File: config.mk
export PLATFORM = sky130hd
export DESIGN_NAME = audio_mux_mc
export DESIGN_NICKNAME = d
export VERILOG_FILES = /design/src/rtl/audio_mux_pkg.sv /design/src/rtl/audio_fill_fsm.sv /design/src/rtl/audio_mux_mc.sv
export SDC_FILE = /design/constraint.sdc
export NUM_CORES = 1
export LEC_CHECK = 0
export CAP_MARGIN = 10
export CORE_MARGIN = 2
export CORE_UTILIZATION = 46
export CTS_BUF_LIST = sky130_fd_sc_hd__clkbuf_16
export DETAILED_ROUTE_END_ITERATION = 12
export PLACE_DENSITY = 0.87
export SKIP_CTS_REPAIR_TIMING = 1
export SLEW_MARGIN = 25
export SYNTH_ARGS = -nofsm -noshare
export SYNTH_HDL_FRONTEND = slang
export SYNTH_SLANG_ARGS = --single-unit
File: constraint.sdc
create_clock -name clk -period 9.4 [get_ports clk]
set_input_delay 2.35 -clock clk [delete_from_list [all_inputs] [get_ports clk]]
set_output_delay 2.35 -clock clk [all_outputs]
set_load 0.01 [all_outputs]
File: src/rtl/audio_mux_pkg.sv
// rtl/audio_mux_pkg.sv - shared constants, types and helpers for audio_mux_mc
//
// Purpose : register offsets (added to NUM_CH), fill FSM state encoding,
//           recognised sample rates and the SRATE -> sr_mode decode.
// Ports   : none (package).
package audio_mux_pkg;

  localparam int CTRL_OFS    = 0;
  localparam int BUFSIZE_OFS = 1;
  localparam int SRATE_OFS   = 2;
  localparam int STATUS_OFS  = 3;

  typedef enum logic [1:0] {
    IDLE = 2'd0,
    FILL = 2'd1,
    FULL = 2'd2
  } fill_state_e;

  localparam logic [31:0] SR_44100 = 32'd44100;
  localparam logic [31:0] SR_48000 = 32'd48000;
  localparam logic [31:0] SR_96000 = 32'd96000;

  localparam logic [1:0] SR_MODE_44    = 2'd0;
  localparam logic [1:0] SR_MODE_48    = 2'd1;
  localparam logic [1:0] SR_MODE_96    = 2'd2;
  localparam logic [1:0] SR_MODE_OTHER = 2'd3;

  function automatic logic [1:0] sr_decode(input logic [31:0] rate);
    logic [1:0] mode;
    case (rate)
      SR_44100: mode = SR_MODE_44;
      SR_48000: mode = SR_MODE_48;
      SR_96000: mode = SR_MODE_96;
      default:  mode = SR_MODE_OTHER;
    endcase
    return mode;
  endfunction

endpackage

File: src/rtl/audio_fill_fsm.sv
// rtl/audio_fill_fsm.sv - buffered-fill state machine, fill counter and underrun flag
//
// Purpose : counts synth cycles (xxxx_top while the engine is idle) into the
//           JACK buffer, reports FULL, restarts on each JACK cycle end and
//           flags an underrun when a JACK cycle ends before the buffer filled.
//           Also selects the sample trigger source.
// Ports   : clk, reset        - clock, async active-high reset
//           buffersize        - fill target; 0 selects I2S-locked mode (IDLE)
//           xxxx_top, run     - synth cycle-top pulse and engine-busy level
//           jack_cycle_end    - single-cycle end-of-JACK-read pulse
//           lrck_rise         - synchronised I2S word-clock rising edge
//           clr_underrun      - STATUS write strobe
//           state, counter    - current FSM state and fill count
//           underrun          - sticky underrun flag
//           trig              - one-cycle sample trigger
module audio_fill_fsm
  import audio_mux_pkg::*;
#(
  parameter int FIFO_WIDTH = 6
) (
  input  logic                clk,
  input  logic                reset,
  input  logic [FIFO_WIDTH:0] buffersize,
  input  logic                xxxx_top,
  input  logic                run,
  input  logic                jack_cycle_end,
  input  logic                lrck_rise,
  input  logic                clr_underrun,
  output fill_state_e         state,
  output logic [FIFO_WIDTH:0] counter,
  output logic                underrun,
  output logic                trig
);

  localparam logic [FIFO_WIDTH:0] ONE = {{FIFO_WIDTH{1'b0}}, 1'b1};

  fill_state_e         r_state;
  logic [FIFO_WIDTH:0] r_counter;
  logic                r_underrun;
  logic                r_run_trig;

  logic w_bs_zero;
  logic w_final_trig;
  logic w_underrun_set;

  always_comb begin
    w_bs_zero    = (buffersize == '0);
    // The run_trig that brings the count up to buffersize.
    w_final_trig = r_run_trig && (r_counter == buffersize - ONE);
    // A JACK cycle ending mid-fill is an underrun, unless the final
    // increment lands on the same clock (the increment wins).
    w_underrun_set = (r_state == FILL) && !w_bs_zero && (r_counter < buffersize) &&
                     jack_cycle_end && !w_final_trig;
  end

  always_ff @(posedge clk or posedge reset) begin
    if (reset) begin
      r_state    <= IDLE;
      r_counter  <= '0;
      r_underrun <= 1'b0;
      r_run_trig <= 1'b0;
    end else begin
      // Only FILL listens to the synth; FULL and IDLE ignore xxxx_top.
      r_run_trig <= (r_state == FILL) && xxxx_top && !run;

      // Set has priority over a coincident STATUS clear.
      r_underrun <= w_underrun_set || (r_underrun && !clr_underrun);

      if (w_bs_zero) begin
        r_state   <= IDLE;
        r_counter <= '0;
      end else begin
        case (r_state)
          IDLE: begin
            r_state   <= FILL;
            r_counter <= '0;
          end
          FILL: begin
            if (r_counter >= buffersize) begin
              // buffersize was rewritten at or below the count: clamp and stop.
              r_state   <= FULL;
              r_counter <= buffersize;
            end else if (w_final_trig) begin
              r_state   <= FULL;
              r_counter <= buffersize;
            end else if (jack_cycle_end) begin
              r_counter <= '0;
            end else if (r_run_trig) begin
              r_counter <= r_counter + ONE;
            end
          end
          FULL: begin
            if (jack_cycle_end) begin
              r_state   <= FILL;
              r_counter <= '0;
            end
          end
          default: begin
            r_state   <= IDLE;
            r_counter <= '0;
          end
        endcase
      end
    end
  end

  assign state    = r_state;
  assign counter  = r_counter;
  assign underrun = r_underrun;
  assign trig     = (r_state == IDLE) ? lrck_rise : r_run_trig;

endmodule

File: src/rtl/audio_mux_mc.sv
// rtl/audio_mux_mc.sv - multichannel JACK/I2S audio mux with register bus
//
// Purpose : serves NUM_CH sample registers plus CTRL/BUFSIZE/SRATE/STATUS
//           over a 32-bit register bus, synchronises the I2S word clock and
//           produces the sample trigger (I2S-locked or buffered fill).
// Ports   : clk, reset                  - clock, async active-high reset
//           address, read, write, datain - register bus request
//           dataout                      - registered read data
//           ch_read                      - per-channel read strobes
//           sound_in                     - packed channel samples, ch k at k*AUD_BIT_DEPTH
//           xxxx_top, run                - synth cycle-top pulse, engine busy
//           lrck                         - asynchronous I2S word clock
//           trig                         - one-cycle sample trigger
//           i2s_enable, fill_active      - mode / FSM-in-FILL indicators
//           underrun                     - sticky underrun flag
//           sr_mode, samplerate_is_48    - decoded sample rate
module audio_mux_mc
  import audio_mux_pkg::*;
#(
  parameter int NUM_CH        = 8,
  parameter int AUD_BIT_DEPTH = 24,
  parameter int FIFO_WIDTH    = 6,
  parameter int ADDR_WIDTH    = 5
) (
  input  logic                            clk,
  input  logic                            reset,
  input  logic [ADDR_WIDTH-1:0]           address,
  input  logic                            read,
  input  logic                            write,
  input  logic [31:0]                     datain,
  input  logic [NUM_CH*AUD_BIT_DEPTH-1:0] sound_in,
  input  logic                            xxxx_top,
  input  logic                            lrck,
  input  logic                            run,
  output logic [31:0]                     dataout,
  output logic [NUM_CH-1:0]               ch_read,
  output logic                            trig,
  output logic                            i2s_enable,
  output logic                            fill_active,
  output logic                            underrun,
  output logic [1:0]                      sr_mode,
  output logic                            samplerate_is_48
);

  localparam logic [ADDR_WIDTH-1:0] ADDR_CTRL    = ADDR_WIDTH'(NUM_CH + CTRL_OFS);
  localparam logic [ADDR_WIDTH-1:0] ADDR_BUFSIZE = ADDR_WIDTH'(NUM_CH + BUFSIZE_OFS);
  localparam logic [ADDR_WIDTH-1:0] ADDR_SRATE   = ADDR_WIDTH'(NUM_CH + SRATE_OFS);
  localparam logic [ADDR_WIDTH-1:0] ADDR_STATUS  = ADDR_WIDTH'(NUM_CH + STATUS_OFS);

  logic [31:0]         r_dataout;
  logic                r_jack_read_act;
  logic                r_jack_prev;
  logic                r_jack_cycle_end;
  logic [FIFO_WIDTH:0] r_buffersize;
  logic [31:0]         r_samplerate;
  logic [1:0]          r_sr_mode;
  logic                r_lrck_meta;
  logic                r_lrck_sync;
  logic                r_lrck_prev;
  logic                r_lrck_rise;

  logic [NUM_CH-1:0]        w_ch_read;
  logic [AUD_BIT_DEPTH-1:0] w_sample;
  logic                     w_sample_hit;
  logic [31:0]              w_rdata;
  logic                     w_status_wr;
  fill_state_e              w_state;
  logic [FIFO_WIDTH:0]      w_counter;
  logic                     w_underrun;
  logic                     w_trig;

  // Sample channel decode: read strobes and the addressed sample.
  always_comb begin
    w_ch_read    = '0;
    w_sample     = '0;
    w_sample_hit = 1'b0;
    for (int k = 0; k < NUM_CH; k++) begin
      if (address == ADDR_WIDTH'(k)) begin
        w_ch_read[k] = read;
        w_sample     = sound_in[k*AUD_BIT_DEPTH +: AUD_BIT_DEPTH];
        w_sample_hit = 1'b1;
      end
    end
  end

  // Read mux; samples are left-justified in the 32-bit word.
  always_comb begin
    w_rdata = '0;
    if (w_sample_hit) begin
      w_rdata[31 -: AUD_BIT_DEPTH] = w_sample;
    end else begin
      case (address)
        ADDR_CTRL:    w_rdata[0]            = r_jack_read_act;
        ADDR_BUFSIZE: w_rdata[FIFO_WIDTH:0] = r_buffersize;
        ADDR_SRATE:   w_rdata               = r_samplerate;
        ADDR_STATUS: begin
          w_rdata[0]                = w_underrun;
          w_rdata[2:1]              = w_state;
          w_rdata[3 +: FIFO_WIDTH+1] = w_counter;
        end
        default: w_rdata = '0;
      endcase
    end
  end

  assign w_status_wr = write && (address == ADDR_STATUS);

  always_ff @(posedge clk or posedge reset) begin
    if (reset) begin
      r_dataout       <= '0;
      r_jack_read_act <= 1'b0;
      r_buffersize    <= '0;
      r_samplerate    <= SR_48000;
      r_sr_mode       <= SR_MODE_48;
    end else begin
      if (read) begin
        r_dataout <= w_rdata;
      end
      if (write) begin
        case (address)
          ADDR_CTRL:    r_jack_read_act <= datain[0];
          ADDR_BUFSIZE: r_buffersize    <= datain[FIFO_WIDTH:0];
          ADDR_SRATE:   r_samplerate    <= datain;
          default: ;
        endcase
      end
      r_sr_mode <= sr_decode(r_samplerate);
    end
  end

  // JACK cycle end: falling edge of jack_read_act, one register late.
  always_ff @(posedge clk or posedge reset) begin
    if (reset) begin
      r_jack_prev      <= 1'b0;
      r_jack_cycle_end <= 1'b0;
    end else begin
      r_jack_prev      <= r_jack_read_act;
      r_jack_cycle_end <= r_jack_prev && !r_jack_read_act;
    end
  end

  // lrck: two-flop synchroniser, then a registered rising-edge detect.
  always_ff @(posedge clk or posedge reset) begin
    if (reset) begin
      r_lrck_meta <= 1'b0;
      r_lrck_sync <= 1'b0;
      r_lrck_prev <= 1'b0;
      r_lrck_rise <= 1'b0;
    end else begin
      r_lrck_meta <= lrck;
      r_lrck_sync <= r_lrck_meta;
      r_lrck_prev <= r_lrck_sync;
      r_lrck_rise <= r_lrck_sync && !r_lrck_prev;
    end
  end

  audio_fill_fsm #(
    .FIFO_WIDTH(FIFO_WIDTH)
  ) u_fill_fsm (
    .clk           (clk),
    .reset         (reset),
    .buffersize    (r_buffersize),
    .xxxx_top      (xxxx_top),
    .run           (run),
    .jack_cycle_end(r_jack_cycle_end),
    .lrck_rise     (r_lrck_rise),
    .clr_underrun  (w_status_wr),
    .state         (w_state),
    .counter       (w_counter),
    .underrun      (w_underrun),
    .trig          (w_trig)
  );

  assign dataout          = r_dataout;
  assign ch_read          = w_ch_read;
  assign trig             = w_trig;
  assign i2s_enable       = (r_buffersize == '0);
  assign fill_active      = (w_state == FILL);
  assign underrun         = w_underrun;
  assign sr_mode          = r_sr_mode;
  assign samplerate_is_48 = (r_sr_mode == SR_MODE_48);

endmodule

## Word-level counts from Yosys, hierarchy flattened

Index checks and enable logic that the tools add are counted.

| storage, ports and cells | value |
|---|---|
| bits in registers | 91 |
| bits in latches | 0 |
| memory bits (writable) | 0 |
| memory bits (read-only) | 0 |
| input port bits | 236 |
| output and inout port bits | 47 |
| word-level logic and storage cells | 110 |
| memories | 0 |

| cells by class | value |
|---|---|
| add/sub/neg operators | 2 |
| multiply operators | 0 |
| div/mod/pow operators | 0 |
| $lt $le $gt $ge | 2 |
| eq/ne operators | 21 |
| shift operators | 0 |
| mux-type cells | 44 |
| bitwise logic cells | 0 |
| reductions and logical operators | 26 |

Operators by type and width:

| kind | count |
|---|---|
| $mux 24 | 9 |
| $eq 32x16->1 const B | 2 |
| $mux 7 | 6 |
| $eq 32x17->1 const B | 1 |
| $mux 22 | 1 |
| $eq 5x3->1 const B | 4 |
| $eq 5x4->1 const B | 4 |
| $pmux 6 s3 | 1 |
| $mux 1 | 17 |
| $pmux 7 s2 | 1 |
| $pmux 2 s3 | 2 |
| $logic_and 1x1->1 | 11 |
| $eq 5x2->1 const B | 2 |
| $reduce_and 2->1 | 5 |
| $mux 2 | 4 |
| $mux 8 | 1 |
| $add 7x1->7 const B | 1 |
| $eq 7x7->1 | 1 |
| $ge 7x7->1 | 1 |
| $logic_not 7->1 | 1 |
| $lt 7x7->1 | 1 |
| $sub 7x1->7 const B | 1 |
| $logic_not 1->1 | 6 |
| $ne 6x2->1 const B | 1 |
| 10 further kinds | 11 |

## Depth between registers and ports, before layout

| depth | value |
|---|---|
| word-level depth | 10 |
| mapped depth | 10 |

## Cells and area by module

Synthesis repeated with hierarchy kept, for this count alone.

| unflattened totals | value |
|---|---|
| cells, all modules | 649 |
| area, all modules | 6456.2 sq um |

By module, submodules not included:

| module | instances | cells an instance | area each (sq um) |
|---|---|---|---|
| audio_mux_mc | 1 | 509 | 5327.6 |
| audio_fill_fsm | 1 | 140 | 1128.6 |

## Worst setup path after synthesis

Ideal clock, no wire load.

| path | value |
|---|---|
| path type | input to output |
| start | input address[4] |
| end | output ch_read[7] |
| arrival time | 3.611 ns |
| slack | 3.439 ns |
| stages on the path | 6 |
| path buffers | 2 |
| path through | or2_2 -> buf_2 -> nor2_1 -> nand3_1 -> clkbuf_1 -> nor2_1 |

| on the way | value |
|---|---|
| word-level cells in the longest chain between the ends | 2 |

Ends and longest elaborated chain:

| item | line | RTL |
|---|---|---|
| from (decl) | audio_mux_mc.sv:27 | `input logic [ADDR_WIDTH-1:0] address,` |
| $eq 5x3->1 | audio_mux_mc.sv:78 | `if (address == ADDR_WIDTH'(k)) begin` |
| $mux 1 | audio_mux_mc.sv:78 |  |
| to (decl) | audio_mux_mc.sv:36 | `output logic [NUM_CH-1:0] ch_read,` |

Every way passes these cells.

## Worst setup path after layout

| path | value |
|---|---|
| start | input read |
| end | output ch_read[0] |

| on the way | value |
|---|---|
| word-level cells in the longest chain between the ends | 1 |

Ends and longest elaborated chain:

| item | line | RTL |
|---|---|---|
| from (decl) | audio_mux_mc.sv:28 | `input logic read,` |
| $mux 1 | audio_mux_mc.sv:78 |  |

Every way passes these cells.

==> summary.txt <==
Status
  • Status: finished clean

STA
  • RSZ-0062 raised after global routing: no
  • Final setup violation count: 0
  • Setup TNS: 0 ns
  • Final Slew Violations: 0
  • Fin crit share: 0.770
  • Slew @ Worst Pin: 0.979 ns
  • Final min period: 7.24 ns
  • Max frequency: 0.138 GHz
  • Worst slew margin: 0.342
  • Final hold vios: 0
  • Clock Skew: 0.00980 ns

Floorplanning
  • Initial core utilization: 0.474
  • Die height: 121 um
  • Die area: 14700 um^2
  • I/O Pins: 283
  • Chip width: 121 um
  • CORE AREA: 13300 um^2
  • Std cell rows: 42

Cells and area
  • Nets@finish: 1193
  • FF/Latch Area: 2290 um^2
  • Multi-input gate area: 3670 um^2
  • Area added between synthesis and finish: 49.7%
  • Share of cells above drive strength 1: 0.0956
  • Fillers: 1001

Clock tree
  • Clk slew on worst S/H paths: 0.06 ns
  • Htree depth: 3
  • CTS tree: done
  • Clock sink count: 91
  • Clock buffer depth: 2
  • TritonCTS Buffers: 9
  • Root buffer cell: clkbuf_16
  • Worst skew pair latency: 0.34 ns

Logic synthesis
  • Synth cell types: 75
  • Post-Syn Area: 6300 um^2
  • Seq/Total Area, Yosys: 0.363
  • Area share of and/or/nand/nor cells after synthesis: 0.161
  • Yosys top cell area share: 0.330
  • Xor and xnor fraction of the mapped netlist area: 0.0181
  • Mux contribution to synthesized area: 0.119
  • Synth Area in Adders: 0.0199
  • Number of synthesized flops with an enable pin: 0
  • Mapped Avg Cell Area: 8.99 um^2
  • Syn nets: 947
  • Synth async-reset ratio: 1.00
  • Main area contributors after synthesis: dfrtp_1, mux2_2, a21oi_1, nand2_1, o21ai_0
  • Post-Synthesis Cells: 701
  • Top FF cell, synth: dfrtp_1
  • FF+latch count, synth: 91
  • Cell taking the most area after synthesis: dfrtp_1
  • Main combinational cell family by area after synthesis: compound AO/OA/AOI/OAI gates
  • Compound-Gate Fraction of Synth Area: 0.263
  • YS warnings: 0

Worst setup path
  • Reg-to-Reg End: u_fill_fsm.counter[1]$_DFFE_PP0P_
  • Critical Path Source Type: input pin
  • CP Capture Type: output port
  • WS Path Type: input pin to output port
  • FF-to-FF path depth: 8
  • CP required: 7.05 ns
  • CP max FO: 23
  • Worst Path Arrival: 4.89 ns
  • Worst r2r src: r_buffersize[0]$_DFFE_PP0P_
  • Register-to-register setup slack: 6.60 ns

Route
  • Iteration-0 DRC Markers: 835
  • Total Routed Length: 25600 um
  • # DRC: 0
  • Post-route antenna net violation count: 0
  • Via count: 6936
  • TritonRoute pass-1 iters: 8
  • Avg Vias per Cell: 6.13
  • WL per Instance: 22.6 um

Global route
  • First-pass GRT wire length: 38000 um
  • Vias in the first global route: 6515
  • Grt ovf: 0
  • GRT Overall Usage: 0.344
  • Largest net degree at the start of global routing: 80
  • Antenna violations before repair: 3

Worst hold path
  • Hold path cells: 0
  • Min-delay src: r_lrck_meta$_DFF_PP0_
  • Min-delay worst type: register to register
  • Hold endpoint: r_lrck_sync$_DFF_PP0_

Place
  • DP HPWL: 19700 um
  • PortBufs: 282
  • Routability cong.: 0.993

Power
  • Final Total Pwr: 1.35 mW
  • PwrDens: 143 nW/um^2
  • Leakage: 3.91 nW
  • Max VDD drop: 0.0940 mV

Job
  • Max Cap Viol: 0
==> how the worst max path moves through the flow <==
| stage | end | cells after the start | slack (ns) | start |
|---|---|---|---|---|
| detailed placement | ch_read[0] | 5 | 2.21 | read |
| global placement | ch_read[0] | 5 | 2.23 | read |
| finish | ch_read[0] | 5 | 2.16 | read |
| global route | ch_read[0] | 5 | 2.04 | read |
| CTS | ch_read[0] | 5 | 2.20 | read |
| floorplan | ch_read[7] | 6 | 3.44 | address[4] |
==> synthesized netlist by cell type, drive strengths merged (4+ instances only) <==
cell type and count:
o22ai 22, a21o 4, o22a 9, nand3 9, a22o 11, a21oi 73, mux2i 21, nor3 12
nand3b 4, o31ai 20, nor2b 21, o2bb2ai 7, ha 10, nand2 63, nor4 9, o211ai 12
o21ai 47, dfrtp 83, and3 23, inv 25, a221oi 10, xnor2 6, dfstp 8, clkbuf 34
o311a 8, nor2 28, buf 23, mux2 44, xor2 7
==> registers in the layout, summed over array words and instances (netlist names) <==
name                   count
r_jack_cycle_end           1
r_jack_prev                1
dataout                   32
u_fill_fsm.underrun        1
r_lrck_rise                1
r_buffersize               7
r_lrck_meta                1
r_samplerate              32
u_fill_fsm.counter         7
r_jack_read_act            1
r_lrck_sync                1
sr_mode                    2
u_fill_fsm.state           2
u_fill_fsm.r_run_trig      1
r_lrck_prev                1
==> cells in the final DEF (no fill, tap or decap), drive strengths merged, types with 6 or more instances in the layout <==
cell / instances
a221oi: 10
dfstp: 8
and3: 23
o22ai: 22
a21oi: 73
nor4: 9
mux2i: 21
inv: 25
o311a: 8
nor2: 28
nor2b: 21
xor2: 7
mux2: 44
nand2: 63
clkdlybuf4s50: 279
o211ai: 12
nand3: 9
ha: 10
o21ai: 47
o22a: 9
nor3: 12
clkinv: 6
clkbuf: 9
o31ai: 20
xnor2: 6
dfrtp: 83
buf: 13
a22o: 11
o2bb2ai: 7
==> power breakdown <==
part / leakage (nW) / switching, mW / total (mW) / internal [mW]
Clock: 0.128 / 0.150 / 0.326 / 0.175
Combinational: 2.61 / 0.231 / 0.488 / 0.258
Sequential: 1.17 / 0.0844 / 0.539 / 0.454
==> logic make-up after synthesis <==
group | count (synthesis)
flops | 91
xor+xnor | 13
mux | 67
buf+inv | 83
compound gates | 248
simple gates | 189
fa+ha+maj | 10
==> critical path: stages <==
cell	delay [ns]
clkdlybuf4s50_1	0.70
buf_4	0.31
nand2_1	0.54
nor4_1	0.36
clkdlybuf4s50_1	0.61
==> final cells by class <==
| cell class | count | share of cell area |
|---|---|---|
| Antenna cell | 3 | 0.000796 |
| Timing Repair Buffer | 292 | 0.306 |
| Inverter | 26 | 0.0105 |
| Multi-Input combinational cell | 527 | 0.389 |
| Tap cell | 176 | 0.0233 |
| Sequential cell | 91 | 0.242 |
| Clock buffer | 9 | 0.0239 |
| Clock inverter | 7 | 0.00385 |
==> per-layer routing <==
| metal | global-route usage | up-vias | part of all wire |
|---|---|---|---|
| li1 | - | 3126 | - |
| met1 | 0.463 | 3305 | 0.40 |
| met2 | 0.536 | 445 | 0.46 |
| met3 | 0.0813 | 60 | 0.10 |
| met4 | 0.133 | 0 | 0.036 |
| met5 | 0 | - | 0 |
==> through the flow <==
step / setup slack (ns) / utilization / cells / cell area, um^2 / hold WS [ns]
after global placement: 2.23 / 0.689 / 1112 / 9160 / 0.339
after floorplan: 3.44 / - / 701 / 6300 / 0.331
final: 2.16 / 0.710 / 1131 / 9430 / 0.347
after CTS: 2.20 / 0.709 / 1128 / 9420 / 0.350
after global routing: 2.04 / 0.710 / 1131 / 9430 / 0.365
after detailed placement: 2.21 / 0.689 / 1112 / 9160 / 0.337
(Power assumes the default switching activity.)
